==> src/rtl/rv32i_types.sv <==
// Shared RV32I front-end types.
// Contents:
//   fetch_state_t  - fetch request FSM states (IDLE / REQ / DROP)
//   RV32I_NOP      - canonical NOP (addi x0,x0,0) shown to decode when idle
//   FETCH_ENTRY_W  - width of one instruction buffer entry {pc, instruction}
//   align_word()   - clears the byte-offset bits of an address
package rv32i_types;

  typedef enum logic [1:0] {
    IDLE = 2'd0,  // no request outstanding
    REQ  = 2'd1,  // request outstanding, response will be kept
    DROP = 2'd2   // request outstanding, response will be discarded
  } fetch_state_t;

  localparam logic [31:0] RV32I_NOP     = 32'h0000_0013;
  localparam int          FETCH_ENTRY_W = 64;

  function automatic logic [31:0] align_word(input logic [31:0] addr);
    return {addr[31:2], 2'b00};
  endfunction

endpackage

==> src/rtl/instr_fifo.sv <==
// In-order instruction buffer between fetch and decode.
// Ports:
//   clk, rst_n     - clock, synchronous active-low reset
//   push_i         - write push_data_i at the tail
//   push_data_i    - entry to write
//   pop_i          - retire the head entry (ignored when empty)
//   flush_i        - discard every entry; wins over push and pop
//   count_next_o   - occupancy after the coming edge (lets the caller
//                    decide on a new request in the same cycle)
//   valid_o        - head entry is valid
//   head_o         - head entry, read straight from the storage flops
module instr_fifo #(
  parameter int WIDTH = 64,
  parameter int DEPTH = 2
) (
  input  logic                     clk,
  input  logic                     rst_n,
  input  logic                     push_i,
  input  logic [WIDTH-1:0]         push_data_i,
  input  logic                     pop_i,
  input  logic                     flush_i,
  output logic [$clog2(DEPTH):0]   count_next_o,
  output logic                     valid_o,
  output logic [WIDTH-1:0]         head_o
);

  localparam int PTR_W = $clog2(DEPTH);

  logic [WIDTH-1:0] mem_q [DEPTH];
  logic [PTR_W-1:0] wr_ptr_q;
  logic [PTR_W-1:0] rd_ptr_q;
  logic [PTR_W:0]   count_q;
  logic [PTR_W:0]   count_d;
  logic             pop_eff;

  assign pop_eff = pop_i && (count_q != '0);

  always_comb begin
    count_d = count_q;
    if (flush_i) begin
      count_d = '0;
    end else begin
      case ({push_i, pop_eff})
        2'b10:   count_d = count_q + 1'b1;
        2'b01:   count_d = count_q - 1'b1;
        default: count_d = count_q;
      endcase
    end
  end

  // Pointers wrap naturally because DEPTH is a power of two.
  always_ff @(posedge clk) begin
    if (!rst_n) begin
      wr_ptr_q <= '0;
      rd_ptr_q <= '0;
      count_q  <= '0;
    end else if (flush_i) begin
      wr_ptr_q <= '0;
      rd_ptr_q <= '0;
      count_q  <= '0;
    end else begin
      if (push_i) begin
        mem_q[wr_ptr_q] <= push_data_i;
        wr_ptr_q        <= wr_ptr_q + 1'b1;
      end
      if (pop_eff) begin
        rd_ptr_q <= rd_ptr_q + 1'b1;
      end
      count_q <= count_d;
    end
  end

  assign count_next_o = count_d;
  assign valid_o      = (count_q != '0);
  assign head_o       = mem_q[rd_ptr_q];

endmodule

==> src/rtl/instruction_fetch_unit.sv <==
// Instruction fetch unit: owns the fetch PC, issues word reads to the
// instruction memory and buffers returned words in order for decode.
// Ports:
//   clk, rst_n       - clock, synchronous active-low reset
//   imem_read        - read request, held until imem_resp
//   imem_address     - word-aligned fetch address, stable while imem_read
//   imem_resp        - one-cycle pulse, imem_rdata valid
//   imem_rdata       - returned instruction word
//   redirect         - restart fetch at redirect_pc (flushes the buffer)
//   redirect_pc      - new fetch target, low two bits ignored
//   id_valid         - id_instruction / id_pc valid toward decode
//   id_ready         - decode accepts the head entry this cycle
//   id_instruction   - head instruction, NOP when !id_valid
//   id_pc            - PC of head instruction, 0 when !id_valid
module instruction_fetch_unit
  import rv32i_types::*;
#(
  parameter logic [31:0] RESET_PC   = 32'h0000_0060,
  parameter int          FIFO_DEPTH = 2
) (
  input  logic        clk,
  input  logic        rst_n,
  output logic        imem_read,
  output logic [31:0] imem_address,
  input  logic        imem_resp,
  input  logic [31:0] imem_rdata,
  input  logic        redirect,
  input  logic [31:0] redirect_pc,
  output logic        id_valid,
  input  logic        id_ready,
  output logic [31:0] id_instruction,
  output logic [31:0] id_pc
);

  localparam int CNT_W = $clog2(FIFO_DEPTH) + 1;

  fetch_state_t             state_q, state_d;
  logic [31:0]              pc_q, pc_d;
  logic [31:0]              addr_q, addr_d;
  logic                     new_req;

  logic                     fifo_push;
  logic                     fifo_pop;
  logic                     fifo_valid;
  logic [CNT_W-1:0]         fifo_count_next;
  logic [FETCH_ENTRY_W-1:0] fifo_head;
  logic                     space;

  // Only a response to a live request is kept; a redirect in the same
  // cycle kills it, and responses in IDLE/DROP are stale.
  assign fifo_push = (state_q == REQ) && imem_resp && !redirect;
  // Redirect owns the buffer this cycle, so decode cannot pop.
  assign fifo_pop  = fifo_valid && id_ready && !redirect;

  // A new request is only allowed if its word is guaranteed a slot:
  // occupancy after this edge plus the new outstanding request must fit.
  assign space = (fifo_count_next < CNT_W'(FIFO_DEPTH));

  always_comb begin
    state_d = state_q;
    pc_d    = pc_q;
    addr_d  = addr_q;
    new_req = 1'b0;
    case (state_q)
      IDLE: begin
        if (redirect) pc_d = align_word(redirect_pc);
        if (space)    new_req = 1'b1;
      end
      REQ: begin
        if (redirect) begin
          pc_d = align_word(redirect_pc);
          // Without a response the bus request must complete untouched.
          if (imem_resp) new_req = 1'b1;
          else           state_d = DROP;
        end else if (imem_resp) begin
          pc_d = pc_q + 32'd4;
          if (space) new_req = 1'b1;
          else       state_d = IDLE;
        end
      end
      DROP: begin
        if (redirect) pc_d = align_word(redirect_pc);
        if (imem_resp) begin
          if (space) new_req = 1'b1;
          else       state_d = IDLE;
        end
      end
      default: state_d = IDLE;
    endcase
    if (new_req) begin
      state_d = REQ;
      addr_d  = pc_d;
    end
  end

  always_ff @(posedge clk) begin
    if (!rst_n) begin
      state_q <= IDLE;
      pc_q    <= RESET_PC;
      addr_q  <= RESET_PC;
    end else begin
      state_q <= state_d;
      pc_q    <= pc_d;
      addr_q  <= addr_d;
    end
  end

  instr_fifo #(
    .WIDTH (FETCH_ENTRY_W),
    .DEPTH (FIFO_DEPTH)
  ) u_fifo (
    .clk          (clk),
    .rst_n        (rst_n),
    .push_i       (fifo_push),
    .push_data_i  ({pc_q, imem_rdata}),
    .pop_i        (fifo_pop),
    .flush_i      (redirect),
    .count_next_o (fifo_count_next),
    .valid_o      (fifo_valid),
    .head_o       (fifo_head)
  );

  assign imem_read      = (state_q != IDLE);
  assign imem_address   = addr_q;
  assign id_valid       = fifo_valid;
  assign id_instruction = fifo_valid ? fifo_head[31:0]  : RV32I_NOP;
  assign id_pc          = fifo_valid ? fifo_head[63:32] : 32'h0;

endmodule

==> config.mk <==
export PLATFORM = sky130hd
export DESIGN_NAME = instruction_fetch_unit
export DESIGN_NICKNAME = d
export VERILOG_FILES = /design/src/rtl/rv32i_types.sv /design/src/rtl/instr_fifo.sv /design/src/rtl/instruction_fetch_unit.sv
export SDC_FILE = /design/constraint.sdc
export NUM_CORES = 1
export LEC_CHECK = 0
export BUFFER_PORTS_ARGS = -buffer_cell sky130_fd_sc_hd__clkbuf_2
export CELL_PAD_IN_SITES_DETAIL_PLACEMENT = 1
export CELL_PAD_IN_SITES_GLOBAL_PLACEMENT = 1
export CORE_UTILIZATION = 35
export CTS_BUF_LIST = sky130_fd_sc_hd__clkbuf_8
export CTS_CLUSTER_DIAMETER = 40
export DETAILED_ROUTE_END_ITERATION = 10
export PLACE_DENSITY = 0.76
export SYNTH_ARGS = -nofsm -noshare
export SYNTH_HDL_FRONTEND = slang
export SYNTH_SLANG_ARGS = --single-unit
==> constraint.sdc <==
create_clock -name clk -period 6.65 [get_ports clk]
set_input_delay 0.665 -clock clk [delete_from_list [all_inputs] [get_ports clk]]
set_output_delay 0.665 -clock clk [all_outputs]
set_load 0.03 [all_outputs]
==> impl_results.md, run 1 <==
- Max-slew headroom at the worst pin: 20.9%
- Count of flip-flops with a built-in enable after synthesis: 128
- Cell variety after synth: 65
- Hold path cells: 1
- Netlist area before placement: 8730 µm²
- Final Hold Violating Endpoints: 0
- Static Leak: 3.71 nW
- Site Rows: 57
- Post-DP HPWL: 16400 µm
- Sequential Power Share: 56.2%
- Kind of start point of the critical path: flip-flop
- Root cell of the clock tree: clkbuf_8
- Die Ht: 160 µm
- Max Clk Rate: 0.260 GHz
- Max Buffers Root-to-Sink: 2
- CTS tree: yes
- Timing startpoint of the critical path: u_fifo.count_q[0]
- Min-delay worst type: in -> reg
- Max-cap violations: 0
- Skew-Pair Late Insertion Delay: 0.47 ns
- Portion of synthesized cell area occupied by the leading cell type: 44.0%
- Number of instances in the placed design: 1207
- Total negative slack for setup checks: 0 ns
- DRT Pass-1 Iters: 5
- Commonest register cell after synthesis: edfxtp_1
- Post-detailed-route wirelength per cell: 19.7 µm
- Final critical delay including setup and external delays: 3.85 ns
- Asr flop ratio synth: 0%
- Layout Nets: 977
- Largest fanout of any net on the critical path: 62
- Die area: 25600 µm²
- Synth warn: 0
- Cell with the most instances after synthesis: edfxtp_1
- Post-CTS Hold Fix Bufs: 0
- Final setup vio count: 0
- Setup repair after global routing missed its margin: no
- Boundary Pins: 167
- CTS H-tree lvls: 4
- Final wirelength: 24400 µm
- Count of final max-slew check failures: 0
- Worst-margin pin slew: 1.18 ns
- Cell Count, Final, Fillers Out: 1239
- Most instantiated cells after synthesis: 128 x edfxtp_1, 98 x nor2_1, 71 x dfxtp_1, 67 x mux2i_1, 48 x o21ai_0
- Antenna diodes: 0
- Power spent charging and discharging nets: 741 µW
- Internal: 1.78 mW
- Element type at the critical path end: flip-flop
- Final cycle utilization of the critical path: 57.9%
- Die W: 160 µm
- Arrival time at the worst endpoint: 4.23 ns
- Global placer's final weighted congestion: 0.835
- Wire length of the first global-routing pass: 37500 µm
- Pin count of the biggest net entering global routing: 65
- Min-Delay Startpoint: imem_rdata[18]
- Number of buffers created by CTS: 17
- Seq cells post-synth: 199
- Placeable core region: 24400 µm²
- Number of nets produced by synthesis: 836
- Part of the power in combinational logic: 13.0%
- Sequential-to-total area share from yosys stat: 60.3%
- Grt ovf: 0
- Setup skew after layout: 0.0199 ns
- Antenna-violating nets left: 0
- Result of the run: finished, final reports clean
- Clock network fraction of design power: 30.8%
- Number of clock sinks: 199
- Startpoint of the most critical register-to-register path: u_fifo.count_q[0]
- Mean number of vias per cell: 5.40
- Total track usage: 18.9%
- Switching share of power: 29.4%
- Synth area leader: edfxtp_1
- Main area contributors after synthesis: edfxtp_1 44%, dfxtp_1 16%, mux2i_1 7.7%
- Mapped Cells: 761
- Worst ir drop on vdd: 0.124 mV
- # resized after CTS: 0
- 1st-iter DRT viols: 405
- Number of antenna violations at the first check in global routing: 0
- Buffer count from post-CTS setup fixing: 0
- Worst-case reg-to-reg path depth: 10
- Ratio of cells with drive above 1 in the final layout: 25.2%
- Type of the worst setup path: reg -> reg
- Starting density of the core: 35.8%
- Final routed DRC violation total: 0
- Port-buffer cells: 164
- Required time at the worst-slack endpoint: 7.03 ns
- Clock-pin slew on the worst setup and hold paths: 0.12 ns
- Total number of vias: 6696
- Via count of the first global-routing pass: 6625
- Area Overhead vs Synth: 17.3%
- Power per unit of standard cell area: 246 nW/µm²
- Average cell area after synthesis: 11.5 µm²
==> worst paths after layout <==
kind | slack, ns | to
setup / recovery | 2.80 | imem_address[6]
hold / removal | 0.38 | u_fifo.mem_q[0][18]
setup reg to reg | 2.80 | imem_address[6]
hold reg to reg | 0.48 | imem_address[20]
==> final cells by class <==
type | count | area, µm²
Fill cell | 2769 | 14200
Sequential cell | 199 | 5270
Multi-Input combinational cell | 491 | 3210
Timing Repair Buffer | 173 | 888
Tap cell | 324 | 405
Clock buffer | 17 | 234
Clock inverter | 15 | 160
Inverter | 20 | 75.1
==> metrics by stage <==
stage                     area [µm²]  hold WS (ns)  total power, mW  setup slack, ns  utilization [%]
after floorplan                 8730         0.420             1.64            0.284                -
after global placement          9840         0.441             1.76             2.87             40.4
after detailed placement        9840         0.463             1.77             2.75             40.4
after CTS                      10200         0.342             2.54             2.75             42.0
after global routing           10200         0.349             2.61             2.51             42.0
final                          10200         0.380             2.52             2.80             42.0
==> power by group through the flow <==
stage	logic [mW]	clock network, mW	registers (mW)
2_1_floorplan	0.171	0	1.47
3_3_place_gp	0.316	0	1.44
3_5_place_dp	0.324	0	1.44
4_1_cts	0.327	0.798	1.42
5_1_grt	0.351	0.840	1.42
6_report	0.326	0.776	1.42
==> cells in the final DEF (no fill, tap or decap), drive strengths merged, types with 10 or more instances in the layout <==
| cell type | synthesis | layout |
|---|---|---|
| inv | 20 | 27 |
| a21oi | 30 | 30 |
| dfxtp | 71 | 71 |
| nand2 | 31 | 31 |
| a31oi | 19 | 19 |
| nand4 | 17 | 17 |
| nand3 | 23 | 23 |
| nor3 | 18 | 18 |
| edfxtp | 128 | 128 |
| nor2 | 99 | 99 |
| clkbuf | 40 | 181 |
| o21ai | 55 | 55 |
| mux2i | 67 | 67 |
| nor4 | 10 | 10 |
==> metal layers <==
metal / global-route usage [%] / share of wire [%] / vias up
met5: 0 / 0 / -
met4: 5.58 / 1.3 / 0
met3: 3.32 / 5.6 / 24
met2: 30.9 / 48 / 204
met1: 25.7 / 45 / 3321
li1: - / - / 3147
==> sequential cells by signal (all words and copies together), names as in the netlist, named ones only <==
name and count:
u_fifo.mem_q 128, state_q 2, pc_q 32, imem_address 32, u_fifo.rd_ptr_q 1, u_fifo.wr_ptr_q 1
u_fifo.count_q 2
==> cells by family (layout without fill, tap and decap cells) <==
logic type,Yosys count,in the layout,synth area share (%)
compound gates,178,178,13.5
xor+xnor,8,8,0.803
fa+ha+maj,6,6,0.860
buf+inv,71,225,3.15
flops,199,199,60.3
mux,71,71,8.20
simple gates,228,228,13.2
==> critical path, stage by stage, from the launching register on <==
cell and delay (ns):
dfxtp_1 0.38, nor2_4 0.12, buf_4 0.55, inv_1 0.24, nand2_1 0.23, nor2_1 0.08, ha_1 0.36, or4_1 0.62
nand3_1 0.67, nand2_1 0.24, a22o_1 0.23
Note: power is estimated with default switching activity, not from simulation.
==> inputs of run 2 (changes only) <==
--- a/config.mk
+++ b/config.mk
@@ -12,7 +12,7 @@
 export CTS_BUF_LIST = sky130_fd_sc_hd__clkbuf_8
 export CTS_CLUSTER_DIAMETER = 40
 export DETAILED_ROUTE_END_ITERATION = 10
-export PLACE_DENSITY = 0.76
+export PLACE_DENSITY = 0.73
 export SYNTH_ARGS = -nofsm -noshare
 export SYNTH_HDL_FRONTEND = slang
 export SYNTH_SLANG_ARGS = --single-unit
==> constraint.sdc (replaced) <==
create_clock -name clk -period 3.7 [get_ports clk]
set_input_delay 0.37 -clock clk [delete_from_list [all_inputs] [get_ports clk]]
set_output_delay 0.37 -clock clk [all_outputs]
set_load 0.03 [all_outputs]
==> run 2 against run 1 <==
Against the previous run:
- wire length is 0.90% lower
- final area grew 1.3%
- cell count increased by 0.73%
- worst hold slack worse by 0.30 ns
- critical path depth is the same
- sequential cell count unchanged
- die area did not move
- fmax up 23%
- total power is 80% higher
- clock skew shrank 0.0072 ns
- register-to-register slack lost 2.2 ns
- critical path type unchanged
- highest routed layer unchanged
==> impl_results.md, run 2 (synthesis gave the netlist of run 1 again) <==
- Setup repair after global routing missed its margin: no
- Post-CTS Hold Fix Bufs: 0
- Kind of start point of the critical path: flip-flop
- Most common cell after layout, fill and taps aside: clkbuf_2
- Worst ir drop on vdd: 0.229 mV
- Setup skew after layout: 0.0128 ns
- Antenna diodes: 0
- Arrival time at the worst endpoint: 3.55 ns
- Max-cap violations: 0
- Static Leak: 3.77 nW
- Number of clock sinks: 199
- Total negative slack for setup checks: 0 ns
- Result of the run: finished, final reports clean
- Power per unit of standard cell area: 436 nW/µm²
- Via count of the first global-routing pass: 6599
- Boundary Pins: 167
- Final wirelength: 24100 µm
- Final Hold Violating Endpoints: 0
- Total track usage: 18.8%
- Antenna-violating nets left: 0
- Element type at the critical path end: flip-flop
- Port-buffer cells: 164
- 1st-iter DRT viols: 484
- Min-delay worst type: in -> reg
- Max Clk Rate: 0.320 GHz
- Clock-pin slew on the worst setup and hold paths: 0.11 ns
- Total Power Consumption: 4.53 mW
- DRT Pass-1 Iters: 5
- Die W: 160 µm
- Final cycle utilization of the critical path: 84.3%
- CTS H-tree lvls: 4
- R2r setup slk: 0.58 ns
- Pin count of the biggest net entering global routing: 65
- Area Overhead vs Synth: 18.8%
- Count of final max-slew check failures: 0
- Mean number of vias per cell: 5.37
- Max-slew headroom at the worst pin: 11.4%
- Skew-Pair Late Insertion Delay: 0.48 ns
- Total number of vias: 6699
- Die area: 25600 µm²
- # resized after CTS: 0
- Final setup vio count: 0
- Most used cells in the layout excluding fill and tap cells: 164 x clkbuf_2, 128 x edfxtp_1, 97 x nor2_1
- Largest fanout of any net on the critical path: 29
- Final-layout fill cell count: 2712
- Ratio of cells with drive above 1 in the final layout: 26.1%
- Placeable core region: 24400 µm²
- CTS tree: yes
- Site Rows: 57
- Die Ht: 160 µm
- Global placer's final weighted congestion: 0.819
- Starting density of the core: 35.8%
- Placement Setup Slack: 0.632 ns
- Post-DP HPWL: 16600 µm
- Required time at the worst-slack endpoint: 4.13 ns
- Grt ovf: 0
- Final critical delay including setup and external delays: 3.12 ns
- Type of the worst setup path: reg -> reg
- Layout Nets: 986
- Post-route worst hold slack: 0.0757 ns
- Buffer count from post-CTS setup fixing: 0
- Root cell of the clock tree: clkbuf_8
- Number of antenna violations at the first check in global routing: 0
- Worst setup margin: 0.580 ns
- Max Buffers Root-to-Sink: 2
- Wire length of the first global-routing pass: 37200 µm
- Final routed DRC violation total: 0
- Post-detailed-route wirelength per cell: 19.3 µm
- Worst-margin pin slew: 1.32 ns
- Flip-flop count of the largest register after layout: 128
- Largest reg by FF count: u_fifo.mem_q
- Number of buffers created by CTS: 17
## run 2: through the flow
step	std cells	util, %	area [µm²]
3_3_place_gp	1216	40.8	9960
4_1_cts	1248	42.5	10400
3_5_place_dp	1216	40.8	9960
2_1_floorplan	761	-	8740
6_report	1248	42.5	10400
5_1_grt	1248	42.5	10400
## run 2: cell type report
cell class                 count  area [µm²]  share of cell area (%)
clock buffer                  17         234                    2.26
clock inverter                15         176                    1.70
inverter                      20        75.1                   0.724
multi-input combinational    491        3220                    31.0
sequential                   199        5270                    50.8
tap                          324         405                    3.91
timing repair buffer         182         993                    9.58
## run 2: worst paths after layout
kind,startpoint,endpoint,cells past startpoint
setup / recovery,state_q[1],imem_address[1],10
hold reg to reg,pc_q[1],u_fifo.mem_q[1][33],0
setup reg to reg,state_q[1],imem_address[1],10
hold / removal,imem_rdata[23],u_fifo.mem_q[0][23],1
## run 2: metal layers
metal / wire (µm) / vias up / GRT usage (%)
met5: 0 / - / 0
met4: 393 / 0 / 5.28
met3: 1270 / 29 / 3.56
met2: 11400 / 205 / 30.3
met1: 11100 / 3306 / 25.8
li1: - / 3159 / -
## run 2: worst max-delay path, stage by stage, from the launching register on
cell and delay [ns]:
dfxtp_1 0.42, inv_1 0.08, ha_1 0.19, nor2b_1 0.14, nand2_1 0.28, ha_1 0.35, or4_1 0.61, and3_1 0.27
buf_4 0.27, nor2_2 0.26, o22a_1 0.18
## run 2: report_power, final
group	total, mW	internal, mW	switching (mW)
Sequential	2.54	2.45	0.0955
Clock	1.39	0.513	0.876
Combinational	0.594	0.190	0.404
==> inputs of run 3 (changes only) <==
--- a/config.mk
+++ b/config.mk
@@ -12,7 +12,7 @@
 export CTS_BUF_LIST = sky130_fd_sc_hd__clkbuf_8
 export CTS_CLUSTER_DIAMETER = 40
 export DETAILED_ROUTE_END_ITERATION = 10
-export PLACE_DENSITY = 0.73
+export PLACE_DENSITY = 0.76
 export SYNTH_ARGS = -nofsm -noshare
 export SYNTH_HDL_FRONTEND = slang
 export SYNTH_SLANG_ARGS = --single-unit
==> constraint.sdc (replaced) <==
create_clock -name clk -period 2.8 [get_ports clk]
set_input_delay 0.28 -clock clk [delete_from_list [all_inputs] [get_ports clk]]
set_output_delay 0.28 -clock clk [all_outputs]
set_load 0.03 [all_outputs]
==> run 3 against run 2 <==
Against the previous run:
- worst hold slack improved by 0.0020 ns
- final area is 4.2% higher
- first-iteration DRC count increased by 26%
- largest cell class unchanged
- fmax is 18% higher
- combinational power is 49% higher
- critical path depth stayed put
- sequential share of layout area fell by 2.0 points
- clock power increased by 27%
- via count is 5.2% higher
==> impl_results.md, run 3 (synthesis gave the netlist of run 1 again) <==
- Min-delay worst type: in -> reg
- Cell with the largest stage delay on the worst path: or4_1
- Antenna diodes: 0
- Die W: 160 µm
- Layout Nets: 1034
- Max-slew headroom at the worst pin: 51.6%
- Required time at the worst-slack endpoint: 3.22 ns
- CTS H-tree lvls: 4
- Worst setup margin: 0.145 ns
- Kind of start point of the critical path: flip-flop
- Skew-Pair Late Insertion Delay: 0.48 ns
- Starting density of the core: 35.8%
- Number of clock sinks: 199
- Power per unit of standard cell area: 554 nW/µm²
- Largest reg by FF count: u_fifo.mem_q
- Element type at the critical path end: flip-flop
- Final cycle utilization of the critical path: 94.8%
- Post-DP HPWL: 17700 µm
- Max Buffers Root-to-Sink: 2
- Grt ovf: 0
- Total Power Consumption: 5.99 mW
- Number of instances in the placed design: 1232
- Most common cell after layout, fill and taps aside: clkbuf_2
- Die Ht: 160 µm
- Final setup vio count: 0
- Final critical delay including setup and external delays: 2.65 ns
- Placement Setup Slack: 0.0583 ns
- Final routed DRC violation total: 0
- Area Overhead vs Synth: 23.8%
- Setup repair after global routing missed its margin: no
- Worst ir drop on vdd: 0.289 mV
- Clock-pin slew on the worst setup and hold paths: 0.12 ns
- Root cell of the clock tree: clkbuf_8
- Die area: 25600 µm²
- Final Hold Violating Endpoints: 0
- Setup skew after layout: 0.0232 ns
- Number of buffers created by CTS: 17
- Delay of the slowest cell on the worst path: 0.60 ns
- 1st-iter DRT viols: 610
- DRT Pass-1 Iters: 6
- Final wirelength: 26300 µm
- Via count of the first global-routing pass: 7203
- Site Rows: 57
- Total track usage: 20.6%
- Wire length of the first global-routing pass: 40800 µm
- Total negative slack for setup checks: 0 ns
- Number of antenna violations at the first check in global routing: 0
- Antenna-violating nets left: 0
- Worst-margin pin slew: 0.724 ns
- Port-buffer cells: 164
- Pin count of the biggest net entering global routing: 65
- Result of the run: finished, final reports clean
- Type of the worst setup path: reg -> reg
- Cells along the critical path: inv_2 -> ha_4 -> nor2b_2 -> nand2_4 -> ha_1 -> or4_1 -> and3_1 -> buf_4 -> nor2_4 -> o22a_1
- Arrival time at the worst endpoint: 3.07 ns
- Total number of vias: 7045
- Post-detailed-route wirelength per cell: 20.3 µm
- Ratio of cells with drive above 1 in the final layout: 27.1%
- Final core occ: 44.3%
- Cell Count, Final, Fillers Out: 1296
- Flip-flop count of the largest register after layout: 128
- Max Clk Rate: 0.377 GHz
- Static Leak: 3.98 nW
- Placeable core region: 24400 µm²
- Boundary Pins: 167
- Global placer's final weighted congestion: 0.879
- Largest fanout of any net on the critical path: 12
- Mean number of vias per cell: 5.44
- Buffer count from post-CTS setup fixing: 0
- Max-cap violations: 0
- CTS tree: yes
- Count of final max-slew check failures: 0
- Most used cells in the layout excluding fill and tap cells: 164 x clkbuf_2, 128 x edfxtp_1, 97 x nor2_1
run 3: worst max-delay path: cells and delay by family (launching register included):
family,cells,cell delay [ns]
simple gates,5,1.28
compound gates,1,0.16
buf+inv,2,0.29
flops,1,0.37
fa+ha+maj,2,0.49
run 3: layout make-up:
cell class              instances  area (µm²)
clock inverters                15         140
repair buffers                230        1430
inverters                      20        75.1
flip-flops and latches        199        5270
fillers                      2709       13600
clock buffers                  17         234
well taps                     324         405
multi-input cells             491        3250
run 3: timing repair:
action,4_1_cts,5_1_grt
hold buffers,32,0
hold endpoints to repair,64,0
resized for setup,0,2
endpoints found under the setup margin,0,11
run 3: layer usage:
| layer | vias up | wire, µm | global-route usage [%] |
|---|---|---|---|
| met5 | - | 0 | 0 |
| li1 | 3259 | - | - |
| met4 | 0 | 630 | 7.19 |
| met2 | 253 | 12500 | 33.8 |
| met1 | 3488 | 11800 | 27.6 |
| met3 | 45 | 1360 | 3.45 |
run 3: worst paths after layout:
kind                         start               end  slack, ns  cells past startpoint
hold / removal     redirect_pc[24]          pc_q[24]       0.08                      3
hold reg to reg   imem_address[20]  imem_address[20]       0.48                      2
setup reg to reg        state_q[1]  imem_address[11]       0.15                     10
setup / recovery        state_q[1]  imem_address[11]       0.15                     10
run 3: report_power, final:
part | internal [mW] | switching [mW] | total (mW)
Clock | 0.652 | 1.10 | 1.76
Combinational | 0.304 | 0.579 | 0.883
Sequential | 3.24 | 0.115 | 3.35
Total | 4.19 | 1.80 | 5.99
run 3: metrics by stage:
| step | hold slack [ns] | instance area (µm²) |
|---|---|---|
| after floorplan | 0.379 | 8790 |
| after global placement | 0.445 | 10100 |
| after detailed placement | 0.462 | 10100 |
| after CTS | 0.0573 | 10800 |
| after global routing | 0.0938 | 10800 |
| final | 0.0777 | 10800 |
